**src/rtl/seg_display_arbiter.sv**
```systemverilog
// Shares one 8-digit seven-segment scanner between four 32-bit debug sources.
// Auto mode rotates round-robin with a fixed dwell; manual mode follows man_sel; hold freezes the display.
module seg_display_arbiter #(
  parameter int DWELL_CYCLES = 50_000_000,
  parameter int CNT_W        = 26
) (
  input  logic         clk,
  input  logic         rst,
  input  logic [3:0]   req,
  input  logic [127:0] src_data,
  input  logic         mode,
  input  logic [1:0]   man_sel,
  input  logic         hold,
  output logic [31:0]  disp_data,
  output logic [1:0]   disp_src,
  output logic [3:0]   grant,
  output logic         disp_valid,
  output logic         switch_pulse
);

  // Handshake: there is none; req is a level request and grant is a level
  // acknowledge, both sampled/updated on the rising clk edge.

  typedef enum logic [1:0] {
    IDLE   = 2'd0,
    SHOW   = 2'd1,
    FROZEN = 2'd2
  } state_t;

  state_t             state_q, state_d;
  logic [CNT_W-1:0]   cnt_q, cnt_d;
  logic [1:0]         ptr_q, ptr_d;
  logic [1:0]         src_q, src_d;
  logic [3:0]         grant_q, grant_d;
  logic [31:0]        data_q, data_d;
  logic               valid_q, valid_d;
  logic               pulse_q, pulse_d;
  logic               mode_q;

  logic               win_valid;
  logic [1:0]         win_idx;
  logic [1:0]         cand;
  logic               dwell_done;
  logic               rearb;

  function automatic logic [3:0] onehot(input logic [1:0] i);
    return 4'b0001 << i;
  endfunction

  function automatic logic [31:0] word_of(input logic [127:0] d, input logic [1:0] i);
    return d[{i, 5'b0} +: 32];
  endfunction

  // Winner search: manual picks man_sel if it is requesting; auto scans from
  // the source after the last auto winner, wrapping, first requester wins.
  always_comb begin
    win_valid = 1'b0;
    win_idx   = 2'd0;
    cand      = 2'd0;
    if (mode) begin
      win_valid = req[man_sel];
      win_idx   = man_sel;
    end else begin
      for (int k = 1; k <= 4; k++) begin
        cand = ptr_q + 2'(k);
        if (!win_valid && req[cand]) begin
          win_valid = 1'b1;
          win_idx   = cand;
        end
      end
    end
  end

  assign dwell_done = !mode && (cnt_q == CNT_W'(DWELL_CYCLES - 1));
  assign rearb      = dwell_done || !req[src_q] || (mode != mode_q) ||
                      (mode && (man_sel != src_q));

  always_comb begin
    state_d = state_q;
    cnt_d   = cnt_q;
    ptr_d   = ptr_q;
    src_d   = src_q;
    grant_d = grant_q;
    data_d  = data_q;
    valid_d = valid_q;
    pulse_d = 1'b0;
    unique case (state_q)
      IDLE: begin
        if (win_valid) begin
          state_d = SHOW;
          src_d   = win_idx;
          grant_d = onehot(win_idx);
          data_d  = word_of(src_data, win_idx);
          valid_d = 1'b1;
          cnt_d   = '0;
          pulse_d = 1'b1;
          if (!mode) ptr_d = win_idx;
        end
      end
      SHOW: begin
        if (hold) begin
          state_d = FROZEN;
        end else if (rearb) begin
          cnt_d = '0;
          if (win_valid) begin
            src_d   = win_idx;
            grant_d = onehot(win_idx);
            data_d  = word_of(src_data, win_idx);
            pulse_d = (win_idx != src_q);
            if (!mode) ptr_d = win_idx;
          end else begin
            state_d = IDLE;
            grant_d = 4'b0000;
            data_d  = 32'h0;
            valid_d = 1'b0;
          end
        end else begin
          // Manual mode never expires, so its counter is parked at zero.
          cnt_d  = mode ? '0 : cnt_q + CNT_W'(1);
          data_d = word_of(src_data, src_q);
        end
      end
      FROZEN: begin
        if (!hold) begin
          state_d = SHOW;
          cnt_d   = '0;
          data_d  = word_of(src_data, src_q);
        end
      end
      default: begin
        state_d = IDLE;
        grant_d = 4'b0000;
        data_d  = 32'h0;
        valid_d = 1'b0;
      end
    endcase
  end

  always_ff @(posedge clk or posedge rst) begin
    if (rst) begin
      state_q <= IDLE;
      cnt_q   <= '0;
      ptr_q   <= 2'd3;
      src_q   <= 2'd0;
      grant_q <= 4'b0000;
      data_q  <= 32'h0;
      valid_q <= 1'b0;
      pulse_q <= 1'b0;
      mode_q  <= 1'b0;
    end else begin
      state_q <= state_d;
      cnt_q   <= cnt_d;
      ptr_q   <= ptr_d;
      src_q   <= src_d;
      grant_q <= grant_d;
      data_q  <= data_d;
      valid_q <= valid_d;
      pulse_q <= pulse_d;
      mode_q  <= mode;
    end
  end

  assign disp_data    = data_q;
  assign disp_src     = src_q;
  assign grant        = grant_q;
  assign disp_valid   = valid_q;
  assign switch_pulse = pulse_q;

  a_grant_matches_src: assert property (@(posedge clk) disable iff (rst)
    disp_valid |-> (grant == onehot(disp_src)));
  a_grant_zero_idle: assert property (@(posedge clk) disable iff (rst)
    !disp_valid |-> (grant == 4'b0000));
  a_pulse_only_valid: assert property (@(posedge clk) disable iff (rst)
    switch_pulse |-> disp_valid);

endmodule

```
**config.mk**
```make
export PLATFORM = sky130hd
export DESIGN_NAME = seg_display_arbiter
export DESIGN_NICKNAME = d
export VERILOG_FILES = /design/src/rtl/seg_display_arbiter.sv
export SDC_FILE = /design/constraint.sdc
export NUM_CORES = 1
export LEC_CHECK = 0
export ABC_AREA = 1
export CAP_MARGIN = 0
export CORE_ASPECT_RATIO = 0.7
export CORE_MARGIN = 4
export CORE_UTILIZATION = 50
export DETAILED_ROUTE_END_ITERATION = 12
export PLACE_DENSITY = 0.88
export SLEW_MARGIN = 10
export SYNTH_ARGS = -nofsm -noshare
export SYNTH_HDL_FRONTEND = slang
export SYNTH_SLANG_ARGS = --single-unit
```
**constraint.sdc**
```tcl
create_clock -name clk -period 3.1 [get_ports clk]
set_input_delay 0.93 -clock clk [delete_from_list [all_inputs] [get_ports clk]]
set_output_delay 0.93 -clock clk [all_outputs]
set_load 0.01 [all_outputs]
```
==> run_results.csv <==
group,metric,value,unit
timing,timing.final.ws_setup,180,ps
timing,final.min_clock_period,2920,ps
power_and_ir_drop,leakage,4.38,nW
yosys,synth_edf_count,0,
clocking,path_clk_slew,60,ps
critical_path,max_stage_delay,550,ps
status,status,"finished clean",
floorplanning,design.core.area,0.0127,mm²
run,max_cap_violations,0,
timing,tightest_slew,594,ps
critical_path,endpoint_kind,"flip-flop",
grt,grt_usage,32.0,%
critical_path,r2r_cells,12,
clocking,cts_tree,"done",
grt,grt_max_degree,72,
timing,setup_tns,0,ps
power_and_ir_drop,total_power,8.11,mW
critical_path,r2r-start,"disp_src[0]$_DFFE_PP0P_",
floorplanning,rows,34,
cells_and_area,fill_cells,1068,
critical_path,worst-setup-path-type,"in -> reg",
yosys,yosys_warnings,0,
critical_path,critPathSlowestCell,"clkdlybuf4s50_1",
grt,grt_pass1_vias,7798,
timing,relSlewSlack,60.4,%
place,port_buffers,177,
critical_path,cp_num_buf_inv,4,
timing,hold_viol,0,
clocking,cts.sinks,71,
place,pre_cts_ws,-138,ps
cells_and_area,fin_util,71.6,%
timing,fin_worst_skew,5.75,ps
yosys,syn_inst,1114,
place,place.gp.congestion,1.04,
detailed_routing,ant_nets,0,
cells_and_area,n_antenna_cell,0,
yosys,ys_async_sr_fraction,100,%
critical_path,worstReg2RegEnd,"disp_data[20]$_DFFE_PP0P_",
yosys,yosys-top-cells-area,"dfrtp_1, nand2_1, nand3_1, inv_1, o21ai_0",
critical_path,crit_arrival,3200,ps
yosys,synth_top_cell_by_area,"dfrtp_1",
floorplanning,die-height,104,µm
clocking,cts.path.max_buffers,2,
power_and_ir_drop,peakVddDrop,0.000550,V
cells_and_area,syn_to_final_growth,37.5,%
yosys,ys_types,37,
min_path,hp-start,"disp_data[5]$_DFFE_PP0P_",
floorplanning,start_util,52.1,%
detailed_routing,vias,8303,
floorplanning,io-pin-count,178,
place,place.detailed.hpwl,18.2,mm
timing,finalCritPeriodShare,94.2,%
yosys,yosysSeqAreaShare,26.9,%
cells_and_area,layout.nets,1423,
timing,setup_viol_count_final,0,
clocking,cts_max_level,3,
detailed_routing,post_drt_wl_per_cell,17.1,µm
detailed_routing,drc_errors,0,
grt,grt_overflow,0,
detailed_routing,vias_per_cell,5.72,
yosys,syn_area_per_cell,5.93,µm²
yosys,synth-compound-area-share,19.1,%
yosys,synth-xor-area-share,1.99,%
critical_path,cp_max_fo,14,
yosys,syn_nets,1253,
clocking,cts_hold_buf,0,
yosys,synth_top_area_share,26.1,%
cells_and_area,drive_gt1_share,8.07,%
floorplanning,dieArea,0.0151,mm²
yosys,synth_seq_cells,71,
yosys,synth_adder_area_share,0.189,%
grt,antenna_found_initial,0,
grt,grt_pass1_wl,39.8,mm
detailed_routing,drtPass1Iterations,6,
yosys,synth.cell_area,0.00660,mm²
critical_path,r2r_slack,340,ps
detailed_routing,drt_iter0_drc,995,
yosys,synthSimpleGateAreaFrac,37.0,%
timing,fin_hold_ws,478,ps
yosys,yosysMostFrequentCell,"nand2_1",
min_path,min_path_cells,2,
min_path,hold_path_end,"disp_data[5]$_DFFE_PP0P_",
power_and_ir_drop,powerDensity,893,mW/mm²
floorplanning,dieWidth,145,µm
yosys,synth_top_family_by_area,"simple AND/OR/NAND/NOR gates",
clocking,root_buffer,"clkbuf_16",
cells_and_area,multi_input_area,0.00386,mm²
min_path,hold_path_class,"reg -> reg",
timing,slew_violations,0,
critical_path,path_delay_family,"buffers and inverters",
timing,max_freq,342,MHz
clocking,tritoncts.num_buffers,9,
cells_and_area,ff_latch_area,0.00178,mm²
timing,rsz0062_at_grt,"no",
critical_path,crit_chain,"clkdlybuf4s50_1, nand2_2, inv_1, a22oi_1, nand3_1, a21oi_1, nand2_2, o21ai_2, buf_4, inv_1, nor2_1, o21bai_1, nand2_1, nand2_1",
critical_path,critPathLaunchType,"input port",
critical_path,required,3380,ps
clocking,insertion_delay,340,ps
yosys,synth_mux_area_share,0,%
yosys,synthFlopType,"dfrtp_1",
detailed_routing,wirelength,24.9,mm
yosys,synthTopCellsByCount,"nand2_1, inv_1, nand3_1",
power breakdown:
part | total (mW) | switching [mW] | internal, mW | leakage, nW
sequential | 1.54 | 0.315 | 1.22 | 0.928
clock | 1.25 | 0.440 | 0.806 | 0.168
combinational | 5.32 | 3.21 | 2.11 | 3.28
total | 8.11 | 3.96 | 4.14 | 4.38
flip-flops by register name, summed over array words and instances (netlist names), 2 cells and up:
name / flops
disp_data: 32
ptr_q: 2
grant: 4
disp_src: 2
cnt_q: 26
state_q: 2
worst max path at each step:
| stage | startpoint | end | slack [ps] | depth (start not counted) |
|---|---|---|---|---|
| floorplan | rst | cnt_q[0]$_DFFE_PP0P_ | 380 | 1 |
| finish | mode | disp_data[20]$_DFFE_PP0P_ | 180 | 14 |
| global placement | man_sel[0] | disp_data[13]$_DFFE_PP0P_ | -70 | 14 |
| CTS | mode | disp_data[21]$_DFFE_PP0P_ | 200 | 14 |
| detailed placement | mode | disp_data[21]$_DFFE_PP0P_ | -140 | 14 |
| global route | mode | disp_data[20]$_DFFE_PP0P_ | 40 | 14 |
area by class of cell:
cell class	count	share of cell area, %
repair buffers	223	24.7
inverters	170	7.06
well taps	162	2.23
clock inverters	6	1.19
flip-flops and latches	71	19.6
clock buffers	10	2.63
multi-input cells	809	42.5
through the flow:
stage | cell area [µm²] | cells
finish | 9080 | 1451
detailed placement | 8730 | 1435
global route | 9080 | 1451
floorplan | 6600 | 1114
CTS | 9070 | 1451
global placement | 8730 | 1435
timing repair:
action,in CTS,in global routing
buffers inserted,0,0
resized for setup,0,1
endpoints found under the setup margin,0,1
worst register-to-register path, cell delays in order (launching register included):
cell	delay, ps
dfrtp_4	730
inv_2	340
a22oi_1	280
nand3_1	100
a21oi_1	180
nand2_2	100
o21ai_2	110
buf_4	230
inv_1	210
nor2_1	130
o21bai_1	130
nand2_1	90
nand2_1	80
cell families (layout without fill, tap and decap cells):
family / Yosys count / count (layout)
DFF: 71 / 71
AOI/OAI and AO/OA: 238 / 238
xor gates and xnor gates: 15 / 15
buffers and inverters: 234 / 409
and+or+nand+nor: 555 / 555
adders and majority gates: 1 / 1
layout by cell type, fill, tap and decap left out, drive strengths merged:
| master | count |
|---|---|
| nand4 | 10 |
| a22oi | 2 |
| nand2 | 298 |
| o211ai | 1 |
| nand3b | 2 |
| dfrtp | 69 |
| ha | 1 |
| buf | 46 |
| nor4 | 2 |
| o31ai | 2 |
| xnor2 | 2 |
| nor2 | 77 |
| bufinv | 3 |
| o21ai | 145 |
| dfstp | 2 |
| clkinvlp | 1 |
| xor2 | 13 |
| nand3 | 150 |
| nor3 | 16 |
| a21oi | 68 |
| inv | 170 |
| clkinv | 2 |
| clkbuf | 10 |
| clkdlybuf4s50 | 177 |
| o22ai | 11 |
| o21bai | 9 |
layer usage:
| layer | global-route usage, % | vias up | part of all wire [%] |
|---|---|---|---|
| met2 | 48.3 | 587 | 43 |
| met4 | 9.08 | 0 | 2.2 |
| li1 | - | 3924 | - |
| met1 | 44.8 | 3738 | 41 |
| met3 | 8.80 | 54 | 13 |
| met5 | 0 | - | 0 |
Power figures use the tool's default switching activity.
